<file path="config.mk">
export PLATFORM = sky130hd
export DESIGN_NAME = grf_scoreboard
export DESIGN_NICKNAME = d
export VERILOG_FILES = /design/src/rtl/grf_scoreboard_pkg.sv /design/src/rtl/grf_scoreboard_sb_down_counter.sv /design/src/rtl/grf_scoreboard.sv
export SDC_FILE = /design/constraint.sdc
export NUM_CORES = 1
export LEC_CHECK = 0
export CAP_MARGIN = 20
export CORE_AREA = 2 2 160 162
export CTS_CLUSTER_SIZE = 12
export DETAILED_ROUTE_END_ITERATION = 16
export DIE_AREA = 0 0 162 164
export PLACE_DENSITY = 0.55
export SLEW_MARGIN = 30
export SYNTH_ARGS = -nofsm -noshare
export SYNTH_HDL_FRONTEND = slang
export SYNTH_SLANG_ARGS = --single-unit
</file>
<file path="constraint.sdc">
create_clock -name clk -period 5.5 [get_ports clk]
set_input_delay 1.1 -clock clk [delete_from_list [all_inputs] [get_ports clk]]
set_output_delay 1.1 -clock clk [all_outputs]
set_load 0.01 [all_outputs]
</file>
<file path="src/rtl/grf_scoreboard_pkg.sv">
`default_nettype none
// ============================================================================
// Module      : grf_scoreboard_pkg
// Description : Shared timing constants and operand-timing encodings for the
//               GPR hazard scoreboard and the instruction decoder.
// Revision    : 1.0 - initial release
// ============================================================================
package grf_scoreboard_pkg;

    // Default widths and MDU latencies
    localparam int GRF_TNEW_W  = 3;
    localparam int GRF_MD_W    = 4;
    localparam int GRF_MUL_LAT = 5;
    localparam int GRF_DIV_LAT = 10;

    // Tuse: cycles after D before the operand is consumed
    localparam logic [1:0] TUSE_D = 2'd0;   // branches, jr
    localparam logic [1:0] TUSE_E = 2'd1;   // ALU operands, addresses
    localparam logic [1:0] TUSE_M = 2'd2;   // store data

    // Tnew: cycles from E until the result can be forwarded
    localparam logic [GRF_TNEW_W-1:0] TNEW_NONE = 3'd0;
    localparam logic [GRF_TNEW_W-1:0] TNEW_ALU  = 3'd1;
    localparam logic [GRF_TNEW_W-1:0] TNEW_LOAD = 3'd2;
    localparam logic [GRF_TNEW_W-1:0] TNEW_MF   = 3'd1;

    // Instruction classes as seen by the decoder
    typedef enum logic [2:0] {
        IC_ALU    = 3'd0,
        IC_LOAD   = 3'd1,
        IC_STORE  = 3'd2,
        IC_BRANCH = 3'd3,
        IC_JR     = 3'd4,
        IC_MF     = 3'd5,
        IC_MD     = 3'd6
    } iclass_e;

    typedef struct packed {
        logic [1:0]            tuse_rs;
        logic [1:0]            tuse_rt;
        logic [GRF_TNEW_W-1:0] tnew;
    } op_timing_t;

    // Operand timing for each instruction class
    function automatic op_timing_t class_timing(input iclass_e ic);
        op_timing_t t;
        t = '{tuse_rs: TUSE_E, tuse_rt: TUSE_E, tnew: TNEW_ALU};
        case (ic)
            IC_LOAD:   t = '{tuse_rs: TUSE_E, tuse_rt: TUSE_E, tnew: TNEW_LOAD};
            IC_STORE:  t = '{tuse_rs: TUSE_E, tuse_rt: TUSE_M, tnew: TNEW_NONE};
            IC_BRANCH: t = '{tuse_rs: TUSE_D, tuse_rt: TUSE_D, tnew: TNEW_NONE};
            IC_JR:     t = '{tuse_rs: TUSE_D, tuse_rt: TUSE_D, tnew: TNEW_NONE};
            IC_MF:     t = '{tuse_rs: TUSE_E, tuse_rt: TUSE_E, tnew: TNEW_MF};
            IC_MD:     t = '{tuse_rs: TUSE_E, tuse_rt: TUSE_E, tnew: TNEW_NONE};
            default:   t = '{tuse_rs: TUSE_E, tuse_rt: TUSE_E, tnew: TNEW_ALU};
        endcase
        return t;
    endfunction

endpackage
`default_nettype wire

</file>
<file path="src/rtl/grf_scoreboard_sb_down_counter.sv">
`default_nettype none
// ============================================================================
// Module      : sb_down_counter
// Description : Loadable down counter that saturates at zero, with a
//               nonzero flag. One per GPR and one for the MDU busy window.
// Revision    : 1.0 - initial release
// ============================================================================
module sb_down_counter
    import grf_scoreboard_pkg::*;
#(
    parameter int W = GRF_TNEW_W
)(
    input  logic         clk,
    input  logic         rst_n,
    input  logic         i_load,
    input  logic [W-1:0] i_load_val,
    output logic [W-1:0] o_count,
    output logic         o_nz
);

    logic [W-1:0] r_count;

    // Load takes priority over the decrement; idle at zero otherwise
    always_ff @(posedge clk or negedge rst_n) begin
        if (!rst_n) begin
            r_count <= '0;
        end else if (i_load) begin
            r_count <= i_load_val;
        end else if (r_count != '0) begin
            r_count <= r_count - W'(1);
        end
    end

    assign o_count = r_count;
    assign o_nz    = (r_count != '0);

endmodule
`default_nettype wire

</file>
<file path="src/rtl/grf_scoreboard.sv">
`default_nettype none
// ============================================================================
// Module      : grf_scoreboard
// Description : D-stage hazard controller for the 32x32 GPR file. Tracks per
//               register the cycles left until a result is forwardable, and
//               the multiply/divide unit busy window; stalls D when needed.
// Revision    : 1.0 - initial release
// ============================================================================
module grf_scoreboard
    import grf_scoreboard_pkg::*;
#(
    parameter int TNEW_W  = GRF_TNEW_W,
    parameter int MUL_LAT = GRF_MUL_LAT,
    parameter int DIV_LAT = GRF_DIV_LAT,
    parameter int MD_W    = GRF_MD_W
)(
    input  logic              clk,
    input  logic              reset,
    input  logic              id_valid,
    input  logic [4:0]        id_rs,
    input  logic [4:0]        id_rt,
    input  logic              id_use_rs,
    input  logic              id_use_rt,
    input  logic [1:0]        id_tuse_rs,
    input  logic [1:0]        id_tuse_rt,
    input  logic [4:0]        id_dst,
    input  logic [TNEW_W-1:0] id_tnew,
    input  logic              id_md_use,
    input  logic              id_md_start,
    input  logic              id_md_div,
    output logic              stall,
    output logic              issue,
    output logic [31:0]       busy_vec,
    output logic              md_busy
);

    // Compare width wide enough for both the count and the 2-bit tuse
    localparam int CMP_W = (TNEW_W > 2) ? TNEW_W : 2;

    // The extra cycle covers the D->E transit of the start instruction
    localparam logic [MD_W-1:0] C_MUL_LOAD = MD_W'(MUL_LAT + 1);
    localparam logic [MD_W-1:0] C_DIV_LOAD = MD_W'(DIV_LAT + 1);

    logic [31:0][TNEW_W-1:0] w_cnt;
    logic [TNEW_W-1:0]       w_cnt_rs;
    logic [TNEW_W-1:0]       w_cnt_rt;
    logic                    w_hz_rs;
    logic                    w_hz_rt;
    logic                    w_hz_md;
    logic [MD_W-1:0]         w_md_cnt;
    logic                    w_md_nz;
    logic                    w_md_load;
    logic [MD_W-1:0]         w_md_load_val;

    // r0 is hardwired: never busy, never loaded
    assign w_cnt[0]    = '0;
    assign busy_vec[0] = 1'b0;

    generate
        for (genvar r = 1; r < 32; r++) begin : g_gpr
            logic w_load;
            // Newest issued producer overwrites any older pending count
            assign w_load = issue && (id_dst == 5'(r));

            sb_down_counter #(
                .W (TNEW_W)
            ) u_cnt (
                .clk        (clk),
                .rst_n      (reset),
                .i_load     (w_load),
                .i_load_val (id_tnew),
                .o_count    (w_cnt[r]),
                .o_nz       (busy_vec[r])
            );
        end
    endgenerate

    assign w_md_load     = issue && id_md_start;
    assign w_md_load_val = id_md_div ? C_DIV_LOAD : C_MUL_LOAD;

    sb_down_counter #(
        .W (MD_W)
    ) u_md_cnt (
        .clk        (clk),
        .rst_n      (reset),
        .i_load     (w_md_load),
        .i_load_val (w_md_load_val),
        .o_count    (w_md_cnt),
        .o_nz       (w_md_nz)
    );

    // Hazards use the count before any load this cycle, so an instruction
    // that reads and writes the same register sees the older producer
    assign w_cnt_rs = w_cnt[id_rs];
    assign w_cnt_rt = w_cnt[id_rt];

    assign w_hz_rs = id_use_rs && (id_rs != 5'd0) &&
                     (CMP_W'(w_cnt_rs) > CMP_W'(id_tuse_rs));
    assign w_hz_rt = id_use_rt && (id_rt != 5'd0) &&
                     (CMP_W'(w_cnt_rt) > CMP_W'(id_tuse_rt));
    assign w_hz_md = id_md_use && (w_md_cnt != '0);

    assign stall   = id_valid && (w_hz_rs || w_hz_rt || w_hz_md);
    assign issue   = id_valid && !stall;
    assign md_busy = w_md_nz;

endmodule
`default_nettype wire

</file>
==> results.yml, run 1 <==
clock_tree:
  ctsHoldBuffers: 0
  cts_root_buf: "clkbuf_16"
  clkSinkCount: 97
  htree_levels: 3
  cts_tree: "built"
  worstSkewPairLatency_ns: 0.36
  cts_setup_buffers: 0
  cts_made_buffers: 9
  clockBufferDepth: 2
  clk_pin_slew_ns: 0.07
finish:
  fin_cells: 1203
  fin_util_pct: 39.8
  layout.nets: 966
  area_delta_synth_final_pct: 14.8
  multi_input_area_mm2: 0.00549
  register_area_mm2: 0.00243
  n_antenna_cell: 0
  layout-drive-gt1-share_pct: 22.9
  fillers: 2482
routing:
  routedWlPerCell_um: 18.6
  drcViolationCount: 0
  routed_wl_um: 22400
  num_vias: 6154
  viasPerCell: 5.12
  drt_iter0_markers: 362
  drtPass1Iterations: 4
  ant_nets: 0
timing:
  fin_skew_ns: 0.0126
  drv_slew: 0
  finalHoldViolCount: 0
  tightest_slew_ns: 0.811
  setup_viol: 0
  holdWs_ns: 0.546
  fin_crit_ns: 5.40
  fmaxAchievable_mhz: 185
  slew_headroom_pct: 45.9
  finalCritPeriodShare_pct: 98.1
  finalSetupTns_ns: 0
floorplanning:
  io_pins: 65
  core-area_mm2: 0.0248
  die_x_um: 162
  die-area_mm2: 0.0266
  die_y_um: 164
  initial_utilization_pct: 34.7
  row_count: 58
placed_design:
  dp_hpwl_um: 17300
  port_buffers: 63
  globalplace.congestion: 0.864
  place_inst: 1186
global_routing:
  grt_overflow_total: 0
  grt_max_degree: 60
  grt_pass1_wl_um: 35100
  grt_pass1_vias: 6101
  antenna_found_initial: 0
  grt_usage_pct: 17.5
worst_hold_path:
  hold_start: "u_md_cnt.o_count[1]"
  min_path_type: "flip-flop to flip-flop"
power:
  p_clk_share_pct: 12.1
  internal-power_mw: 3.01
  finalPower_mw: 5.02
  powerDensity_mw_per_mm2: 508
  netSwitchingFraction_pct: 40.1
  pwr-share-comb_pct: 57.2
  ir_drop_v: 0.000200
  p_sw_mw: 2.02
  p_seq_share_pct: 30.7
  power.static_leakage_nw: 4.13
worst_setup_path:
  start_kind: "input pin"
  crit_start: "id_rs[1]"
  path_cells: "clkdlybuf4s50_1 -> buf_12 -> mux4_2 -> mux4_2 -> mux2_2 -> ha_1 -> nor2b_1 -> o21ai_2 -> a31oi_1 -> nand2_2 -> a31oi_2 -> dlygate4sd2_1"
  crit_top_cell: "mux4_2"
  cpMaxStageDelayCell: "clkdlybuf4s50_1"
  end_kind: "output pin"
  crit_type: "input pin to output pin"
  r2r-start: "g_gpr[11].u_cnt.o_count[1]"
  crit_fanout: 20
  worstPathRequired_ns: 4.40
  cp_num_buf_inv: 3
  arrival_ns: 4.30
  path_delay_family: "multiplexers"
  slowest_delay_ns: 0.51
yosys:
  yosysWarningCount: 0
  synth_nets: 921
  synth-seq-cells: 97
  synth_area_per_cell_um2: 10.5
  synth_cells: 823
  synthesis.area_mm2: 0.00861
  yosysSeqAreaShare_pct: 28.2
  yosysUniqueCellTypes: 50
outcome:
  status: "completed"
job:
  drv_cap: 0
==> cell families after synthesis <==
kind of cell	share of synthesized area, %
muxes	29.4
and+or+nand+nor	15.1
AOI/OAI and AO/OA	5.60
buffers and inverters	8.39
DFF	28.2
xor gates and xnor gates	3.36
other	0.0436
adders and majority gates	9.88
==> metrics by stage <==
step / setup WS (ns) / area [µm²]
6_report: 0.104 / 9880
4_1_cts: 0.0949 / 9850
3_3_place_gp: -0.329 / 9560
2_1_floorplan: 0.0759 / 8610
5_1_grt: -0.0188 / 9880
3_5_place_dp: -0.411 / 9560
==> cell usage after synthesis, drive strengths merged <==
cell	count	area [µm²]
a2111oi	2	18.8
a211o	2	17.5
a21o	1	7.51
a21oi	36	180
a221o	1	10.0
a221oi	2	17.5
a22o	3	26.3
a31oi	2	12.5
a32oi	1	27.5
and2	1	6.26
buf	58	392
clkbuf	18	67.6
conb	1	3.75
dfrtp	97	2430
ha	68	851
inv	70	263
mux2	132	1490
mux2i	17	170
mux4	39	878
nand2	21	78.8
nand2b	37	231
nand3	35	315
nand3b	2	15.0
nand4	2	12.5
nand4b	2	17.5
nor2	65	244
nor2b	6	37.5
nor3	4	20.0
nor3b	4	30.0
nor4	32	263
o21a	1	7.51
o21ai	12	60.1
o22ai	4	25.0
o311ai	4	35.0
o31ai	3	27.5
o41ai	1	8.76
or2	2	12.5
or3	1	6.26
or3b	1	8.76
xnor2	32	280
xor2	1	8.76
==> worst reg2reg max path: stages, from the launching register on <==
cell,delay (ns)
dfrtp_1,0.42
mux2_2,0.30
nand2_1,0.07
o311ai_0,0.12
buf_4,0.17
o22ai_1,0.11
a21oi_1,0.09
o21a_1,0.17
ha_1,0.28
nor2b_1,0.13
o21ai_0,0.19
o311ai_1,0.20
a32oi_4,0.33
buf_4,0.46
nand3_1,0.30
mux2_2,0.34
==> flip-flops by register name, summed over array words and instances, names as in the netlist <==
name                 flops
u_md_cnt.o_count         4
g_gpr.u_cnt.o_count     93
==> repair_timing <==
action | 4_1_cts | 5_1_grt
gates cloned | 0 | 1
setup endpoints to repair | 2 | 2
resized for setup | 10 | 4
==> cell type report <==
cell class                 instances  area share (%)
multi-input combinational        580            55.6
sequential                        97            24.6
timing repair buffer             110            10.3
tap                              330            4.18
inverter                          70            2.66
clock buffer                      12            2.49
clock inverter                     4           0.291
==> cells in the final DEF (no fill, tap or decap), types with 22 or more instances in the layout <==
cell type	instances
mux4_2	39
inv_1	70
xnor2_1	32
nand2b_1	37
dfrtp_1	97
mux2_2	48
buf_4	46
ha_1	68
nand3_2	28
a21oi_1	36
mux2_1	84
clkdlybuf4s50_1	56
nor4_1	22
nor2_1	63
==> power by group through the flow <==
stage | registers, mW | clock network, mW | logic, mW
2_1_floorplan | 1.36 | 0 | 2.36
4_1_cts | 1.54 | 0.626 | 2.90
5_1_grt | 1.60 | 0.642 | 3.24
3_5_place_dp | 1.56 | 0 | 2.88
3_3_place_gp | 1.55 | 0 | 2.82
6_report | 1.54 | 0.607 | 2.87
==> worst paths after layout <==
check                                              to  cells after the start  slack, ns
max                                             stall                     12       0.10
min                               u_md_cnt.o_count[1]                      2       0.55
max reg2reg                g_gpr[23].u_cnt.o_count[0]                     15       1.70
min reg2reg                       u_md_cnt.o_count[1]                      2       0.55
max in group asynchronous   g_gpr[1].u_cnt.o_count[2]                      2       3.64
min in group asynchronous  g_gpr[31].u_cnt.o_count[2]                      1       0.81
==> per-layer routing <==
layer / GRT usage, % / share of wire [%] / wire (µm)
met5: 0 / 0 / 0
met4: 6.07 / 2.1 / 469
met3: 2.90 / 4.2 / 950
met2: 28.3 / 47 / 10500
met1: 23.8 / 47 / 10500
Power figures use the tool's default switching activity.
==> run 2: changes to the inputs <==
ABC_CLOCK_PERIOD_IN_PS = 5500   (was unset)
==> results of run 2 <==
Same layout as run 1: the final DEF is identical, and so are final timing and power.
